## src/rtl/regfile_wb_arbiter.sv

```systemverilog
// Write-back arbiter for the MIPS register file: two one-entry request buffers (ALU, load)
// share the single write port, plus a per-register busy scoreboard. Optional macro: WB_ROUND_ROBIN_EN.
module regfile_wb_arbiter #(
  parameter int S_AD        = 5,
  parameter int S_DATA      = 32,
  parameter int DIRECCIONES = 32
) (
  input  logic                   clk,
  input  logic                   rst_n,
  input  logic                   Reserve,
  input  logic [S_AD-1:0]        ResAddr,
  input  logic                   A_Valid,
  output logic                   A_Ready,
  input  logic [S_AD-1:0]        A_Addr,
  input  logic [S_DATA-1:0]      A_Data,
  input  logic                   B_Valid,
  output logic                   B_Ready,
  input  logic [S_AD-1:0]        B_Addr,
  input  logic [S_DATA-1:0]      B_Data,
  output logic                   WE,
  output logic [S_AD-1:0]        AWR,
  output logic [S_DATA-1:0]      DataIn,
  output logic [DIRECCIONES-1:0] Busy
);

  // Handshake: a source transfers on a rising edge where X_Valid && X_Ready;
  // X_Ready is high when its buffer is empty or being drained by this cycle's grant.
  logic                   full_a_q, full_a_d, full_b_q, full_b_d;
  logic [S_AD-1:0]        addr_a_q, addr_a_d, addr_b_q, addr_b_d;
  logic [S_DATA-1:0]      data_a_q, data_a_d, data_b_q, data_b_d;
  logic                   we_q, we_d;
  logic [S_AD-1:0]        awr_q, awr_d;
  logic [S_DATA-1:0]      wdata_q, wdata_d;
  logic [DIRECCIONES-1:0] busy_q, busy_d;
  logic                   grant_a, grant_b, any_grant, issue;
  logic                   xfer_a, xfer_b;
  logic [S_AD-1:0]        g_addr;
  logic [S_DATA-1:0]      g_data;

`ifdef WB_ROUND_ROBIN_EN
  // ptr_q = 0 favours A, 1 favours B when both buffers are full.
  logic ptr_q, ptr_d;
`endif

  always_comb begin
    grant_a = 1'b0;
    grant_b = 1'b0;
    if (full_a_q && full_b_q) begin
`ifdef WB_ROUND_ROBIN_EN
      if (ptr_q) grant_b = 1'b1;
      else       grant_a = 1'b1;
`else
      grant_b = 1'b1;
`endif
    end else if (full_a_q) begin
      grant_a = 1'b1;
    end else if (full_b_q) begin
      grant_b = 1'b1;
    end
  end

  assign A_Ready   = rst_n & (~full_a_q | grant_a);
  assign B_Ready   = rst_n & (~full_b_q | grant_b);
  assign xfer_a    = A_Valid & A_Ready;
  assign xfer_b    = B_Valid & B_Ready;
  assign any_grant = grant_a | grant_b;
  assign g_addr    = grant_b ? addr_b_q : addr_a_q;
  assign g_data    = grant_b ? data_b_q : data_a_q;
  // Register 0 drains like any other entry but never produces a write.
  assign issue     = any_grant & (g_addr != '0);

  always_comb begin
    full_a_d = full_a_q;
    addr_a_d = addr_a_q;
    data_a_d = data_a_q;
    full_b_d = full_b_q;
    addr_b_d = addr_b_q;
    data_b_d = data_b_q;
    if (xfer_a) begin
      full_a_d = 1'b1;
      addr_a_d = A_Addr;
      data_a_d = A_Data;
    end else if (grant_a) begin
      full_a_d = 1'b0;
    end
    if (xfer_b) begin
      full_b_d = 1'b1;
      addr_b_d = B_Addr;
      data_b_d = B_Data;
    end else if (grant_b) begin
      full_b_d = 1'b0;
    end
  end

  always_comb begin
    we_d    = issue;
    awr_d   = any_grant ? g_addr : awr_q;
    wdata_d = any_grant ? g_data : wdata_q;
  end

  // Reservation is applied after the clear so a new producer on the same edge wins.
  always_comb begin
    busy_d = busy_q;
    if (issue) busy_d[g_addr] = 1'b0;
    if (Reserve && (ResAddr != '0)) busy_d[ResAddr] = 1'b1;
    busy_d[0] = 1'b0;
  end

`ifdef WB_ROUND_ROBIN_EN
  always_comb begin
    ptr_d = ptr_q;
    if (grant_a)      ptr_d = 1'b1;
    else if (grant_b) ptr_d = 1'b0;
  end

  always_ff @(posedge clk or negedge rst_n) begin
    if (!rst_n) ptr_q <= 1'b0;
    else        ptr_q <= ptr_d;
  end
`endif

  always_ff @(posedge clk or negedge rst_n) begin
    if (!rst_n) begin
      full_a_q <= 1'b0;
      addr_a_q <= '0;
      data_a_q <= '0;
      full_b_q <= 1'b0;
      addr_b_q <= '0;
      data_b_q <= '0;
      we_q     <= 1'b0;
      awr_q    <= '0;
      wdata_q  <= '0;
      busy_q   <= '0;
    end else begin
      full_a_q <= full_a_d;
      addr_a_q <= addr_a_d;
      data_a_q <= data_a_d;
      full_b_q <= full_b_d;
      addr_b_q <= addr_b_d;
      data_b_q <= data_b_d;
      we_q     <= we_d;
      awr_q    <= awr_d;
      wdata_q  <= wdata_d;
      busy_q   <= busy_d;
    end
  end

  assign WE     = we_q;
  assign AWR    = awr_q;
  assign DataIn = wdata_q;
  assign Busy   = busy_q;

endmodule
```

## config.mk

```make
export PLATFORM = sky130hd
export DESIGN_NAME = regfile_wb_arbiter
export DESIGN_NICKNAME = d
export VERILOG_FILES = /design/src/rtl/regfile_wb_arbiter.sv
export SDC_FILE = /design/constraint.sdc
export NUM_CORES = 1
export LEC_CHECK = 0
export ABC_AREA = 1
export CAP_MARGIN = 15
export CELL_PAD_IN_SITES_DETAIL_PLACEMENT = 2
export CELL_PAD_IN_SITES_GLOBAL_PLACEMENT = 2
export CORE_ASPECT_RATIO = 0.9
export CORE_MARGIN = 3
export CORE_UTILIZATION = 25
export CTS_BUF_LIST = sky130_fd_sc_hd__clkbuf_4 sky130_fd_sc_hd__clkbuf_8
export DETAILED_ROUTE_END_ITERATION = 10
export MAX_ROUTING_LAYER = met4
export PLACE_DENSITY_LB_ADDON = 0.3
export SYNTH_ARGS = -nofsm -noshare
export SYNTH_HDL_FRONTEND = slang
export SYNTH_SLANG_ARGS = --single-unit
```

## constraint.sdc

```tcl
create_clock -name clk -period 3.5 [get_ports clk]
set_input_delay 1.05 -clock clk [delete_from_list [all_inputs] [get_ports clk]]
set_output_delay 1.05 -clock clk [all_outputs]
set_load 0.01 [all_outputs]
```

Word level (Yosys, flattened, before mapping)

Index checks and enable logic that the tools add are counted.

Magnitude comparators: 4
Muxes and demuxes: 17
Bitwise operators: 13
Reduce and logical (&&, ||, !) cells: 8

Operators with widths:

| kind               | number |
|---|---|
| $mux 32            | 3 |
| $and 32x32->32     | 1 |
| $not 32->32        | 1 |
| $or 32x32->32      | 1 |
| $lt 5x6->1 const B | 2 |
| $mux 1             | 11 |
| $demux 1 s5        | 2 |
| $ge 5x1->1 const B | 2 |
| $reduce_bool 5->1  | 2 |
| $and 1x1->1        | 5 |
| $mux 5             | 1 |
| $logic_and 1x1->1  | 4 |
| $reduce_bool 2->1  | 2 |
| $or 1x1->1         | 3 |
| $not 1->1          | 2 |

Output and inout port bits: 72
Flip-flop bits (word level): 145
Logic and storage cells: 52

Logic depth before layout (Yosys ltp)

Depth after elaboration: 13
Gate-level depth with buffers: 11
Gate-level depth less buffers: 9

Worst setup path after synthesis

OpenSTA, ideal clock, no wires.

Path kind: input -> output
From: input port rst_n
To: output port A_Ready
Arrival: 1.206 ns
Stages: 1
Required time: 2.450 ns
Slack: 1.244 ns
Cells stage by stage: and2_4

Word-level cells in the longest chain between the ends: 1

Ends and longest elaborated chain:

| element            | line | RTL |
|---|---|---|
| start: declaration | 9    | `input logic rst_n,` |
| $and 1x1->1        | 62   | `assign A_Ready = rst_n & (~full_a_q \| grant_a);` |
| end: declaration   | 13   | `output logic A_Ready,` |

Every way passes these cells.

Worst setup path in the final report

Same ends and word-level chain as after synthesis.

==> results by group <==
Layout
  – Area Growth Syn to Fin: 36.0%
  – Final net count: 946
  – Fin cells: approximately 1.2k
  – Fillers: ~2.7k
  – Commonest non-fill, non-tap cell in the layout: nand2_1
  – Share of cells above drive strength 1: a little over a tenth
  – Most frequent cells in the layout: nand2_1 (324), clkdlybuf4s50_1 (153), dfrtp_1 (144)
  – Post-route cell area: around 8700 µm²

Logic synthesis
  – Syn nets: between 700 and 800
  – Top post-synthesis cells by area: dfrtp_1 (57%), nand2_1 (19%), mux2_4 (6.8%)
  – Post-synthesis xor/xnor area fraction: 0%
  – Combinational family with the most area after synthesis: simple AND/OR/NAND/NOR gates
  – Syn avg cell area: about 9.1 µm²
  – Simple-Gate Fraction of Synth Area: between 20% and 30%
  – Mux contribution to synthesized area: ~7.3%
  – Synth Area in Adders: 0%
  – Cell Area, Synth: approximately 6400 µm²
  – Yosys reg bits: between 100 and 150
  – Compound-Gate Fraction of Synth Area: between 1.5 and 2%
  – Yosys top cell by area: dfrtp_1
  – Synth top area share: approximately 57%
  – YS warnings: 0
  – Register area share after synthesis: a little under three fifths
  – Distinct cells, synth: 28
  – Synth Instances: between 700 and 800

Die
  – Die area: around 28000 µm²
  – Die H: between 150 and 200 µm
  – Initial Util: 25.9%
  – I/O pin cnt: about 160
  – Core box area: 24700 µm²
  – Chip width: between 150 and 200 µm
  – # rows: 54

Routing
  – Residual DRC count: 0
  – DRT Pass-1 Iters: 4
  – DRT iter0 DRCs: about 180
  – Antenna viol nets, final: 0
  – Via count: around 5.4k
  – Via density: approximately 4.4
  – Total Wirelength: 21300 µm
  – WL per Instance: 17.6 µm

Run status
  – Status: finished, final reports clean

Timing
  – RSZ-0062 raised after global routing: false
  – Fin. Hold Viols: 0
  – Hold WS: 484 ps
  – Max-slew violations: 0
  – Setup violators final: 0
  – Tcrit/Tclk final: a little over four fifths
  – Clock skew: 18.4 ps
  – Final period demand of the worst path: around 3000 ps
  – Slew margin rel.: a little under half
  – Fin Setup TNS: 0 ps
  – Fmax: approximately 0.34 GHz
  – Tightest Pin Transition: 822 ps

Global route
  – Largest net degree at the start of global routing: between 60 and 70
  – Total grt overflow: 0
  – Total GRT Usage: 16.5%
  – Initial antenna violation count: 3
  – Vias in the first global route: 6114
  – First-pass GRT wire length: 34200 µm

Worst setup path
  – Worst r2r src: full_b_q$_DFFE_PN0P_
  – Critical path class: input port to output pin
  – CP Capture Type: output pin
  – Max incr delay on CP: 550 ps
  – CP Cell Sequence: buf_6, and2_4, clkdlybuf4s50_1
  – Startpoint types: input port
  – Crit-path slowest cell: clkdlybuf4s50_1
  – Worst Setup SP: rst_n
  – CP Max Fanout: 5
  – Crit path arrival time: between 1500 and 2000 ps
  – WP data required: approximately 2500 ps

Placed design
  – Dpl hpwl: 15000 µm
  – Gp weighted congestion: ~0.77
  – IO buf count: 154
  – # placed instances: ~1.2k
  – Dpl cell area: 8280 µm²

Clock tree
  – TritonCTS clock tree: built
  – # resized after CTS: 0
  – H-tree depth: 4
  – Clock buffer depth: 2
  – Worst skew pair latency: roughly 450 ps
  – CTS Sinks: between 100 and 150
  – Clk root buf: clkbuf_8
  – Post-CTS Repair Setup Buffers: 0
  – CTS Hold Bufs: 0
  – Number of CTS-inserted buffers: 17
  – CTS clk-pin slew, worst paths: ~100 ps

Worst hold path
  – Hold wc startpoint: Busy[11]$_DFF_PN0_
  – Worst hold path class: flop to flop

Power and ir drop
  – PwrDens: between 500 and 600 nW/µm²
  – Leak: just over 4 nW
  – VDD IR max: roughly 180 µV

Flow run
  – Max_cap viols: 0
## worst paths after layout
kind,endpoint,slack (ps),depth (start not counted)
max,A_Ready,570,3
min,Busy[11]$_DFF_PN0_,480,2
max reg2reg,Busy[18]$_DFF_PN0_,1360,10
min reg2reg,Busy[11]$_DFF_PN0_,480,2
max in group asynchronous,full_b_q$_DFFE_PN0P_,1630,3
min in group asynchronous,data_b_q[16]$_DFFE_PN0P_,620,2
## registers in the layout (all words and copies together) (netlist names)
signal,flops
DataIn,32
data_a_q,32
data_b_q,32
Busy,31
AWR,5
addr_a_q,5
addr_b_q,5
WE,1
full_a_q,1
full_b_q,1
## Yosys cell counts
library cell / n
buf_2: 2
nor2_8: 2
nand4_1: 7
nor2_4: 1
inv_8: 1
o211ai_1: 1
and2_4: 1
a21oi_1: 6
mux2_4: 29
nand2_4: 3
nor4_1: 1
clkbuf_1: 17
nand3_1: 64
buf_6: 7
o21ai_0: 9
buf_8: 1
o21ai_1: 2
o21ai_4: 1
nor3_1: 6
nand2_2: 6
conb_1: 1
nand2_1: 324
nor2_1: 32
buf_4: 3
inv_1: 29
mux2_2: 3
dfrtp_1: 145
inv_2: 1
## layout make-up
class	instances	area (µm²)	area share, %
clock buffers	17	234	2.69
clock inverters	15	165	1.90
flip-flops and latches	145	3630	41.8
well taps	336	420	4.84
multi-input cells	499	2450	28.2
diodes	3	7.51	0.0864
repair buffers	168	1660	19.1
inverters	31	124	1.43
## metrics by stage
stage               util [%]  setup WS (ps)  total power (W)
finish                  35.2            571          0.00508
detailed placement      33.6            565          0.00379
global route            35.2            558          0.00542
CTS                     35.2            563          0.00518
floorplan                  -           1240          0.00289
global placement        33.6            591          0.00373
## critical path, delay by kind of cell
kind                   cells  cell delay [ps]
buffers and inverters      2              660
and+or+nand+nor            1              160
## power breakdown
group	switching (W)	total [W]	internal (W)	leakage (nW)
Clock	0.000768	0.00137	0.000599	0.196
Combinational	0.000665	0.00142	0.000757	2.21
Sequential	0.000241	0.00229	0.00205	1.71
## metal layers
metal	global-route usage (%)	vias to the layer above	routed length, µm
met5	-	-	0
met4	4.06	0	229
met3	4.56	13	1190
met2	27.9	109	10500
met1	19.8	2701	9400
li1	-	2534	-
## cell families (layout without fill, tap and decap cells)
logic type | Yosys count | in the layout
and+or+nand+nor | 447 | 447
DFF | 145 | 145
buffers and inverters | 61 | 231
muxes | 32 | 32
AOI/OAI and AO/OA | 19 | 19
other | 1 | 4
Note: power is estimated with default switching activity, not from simulation.
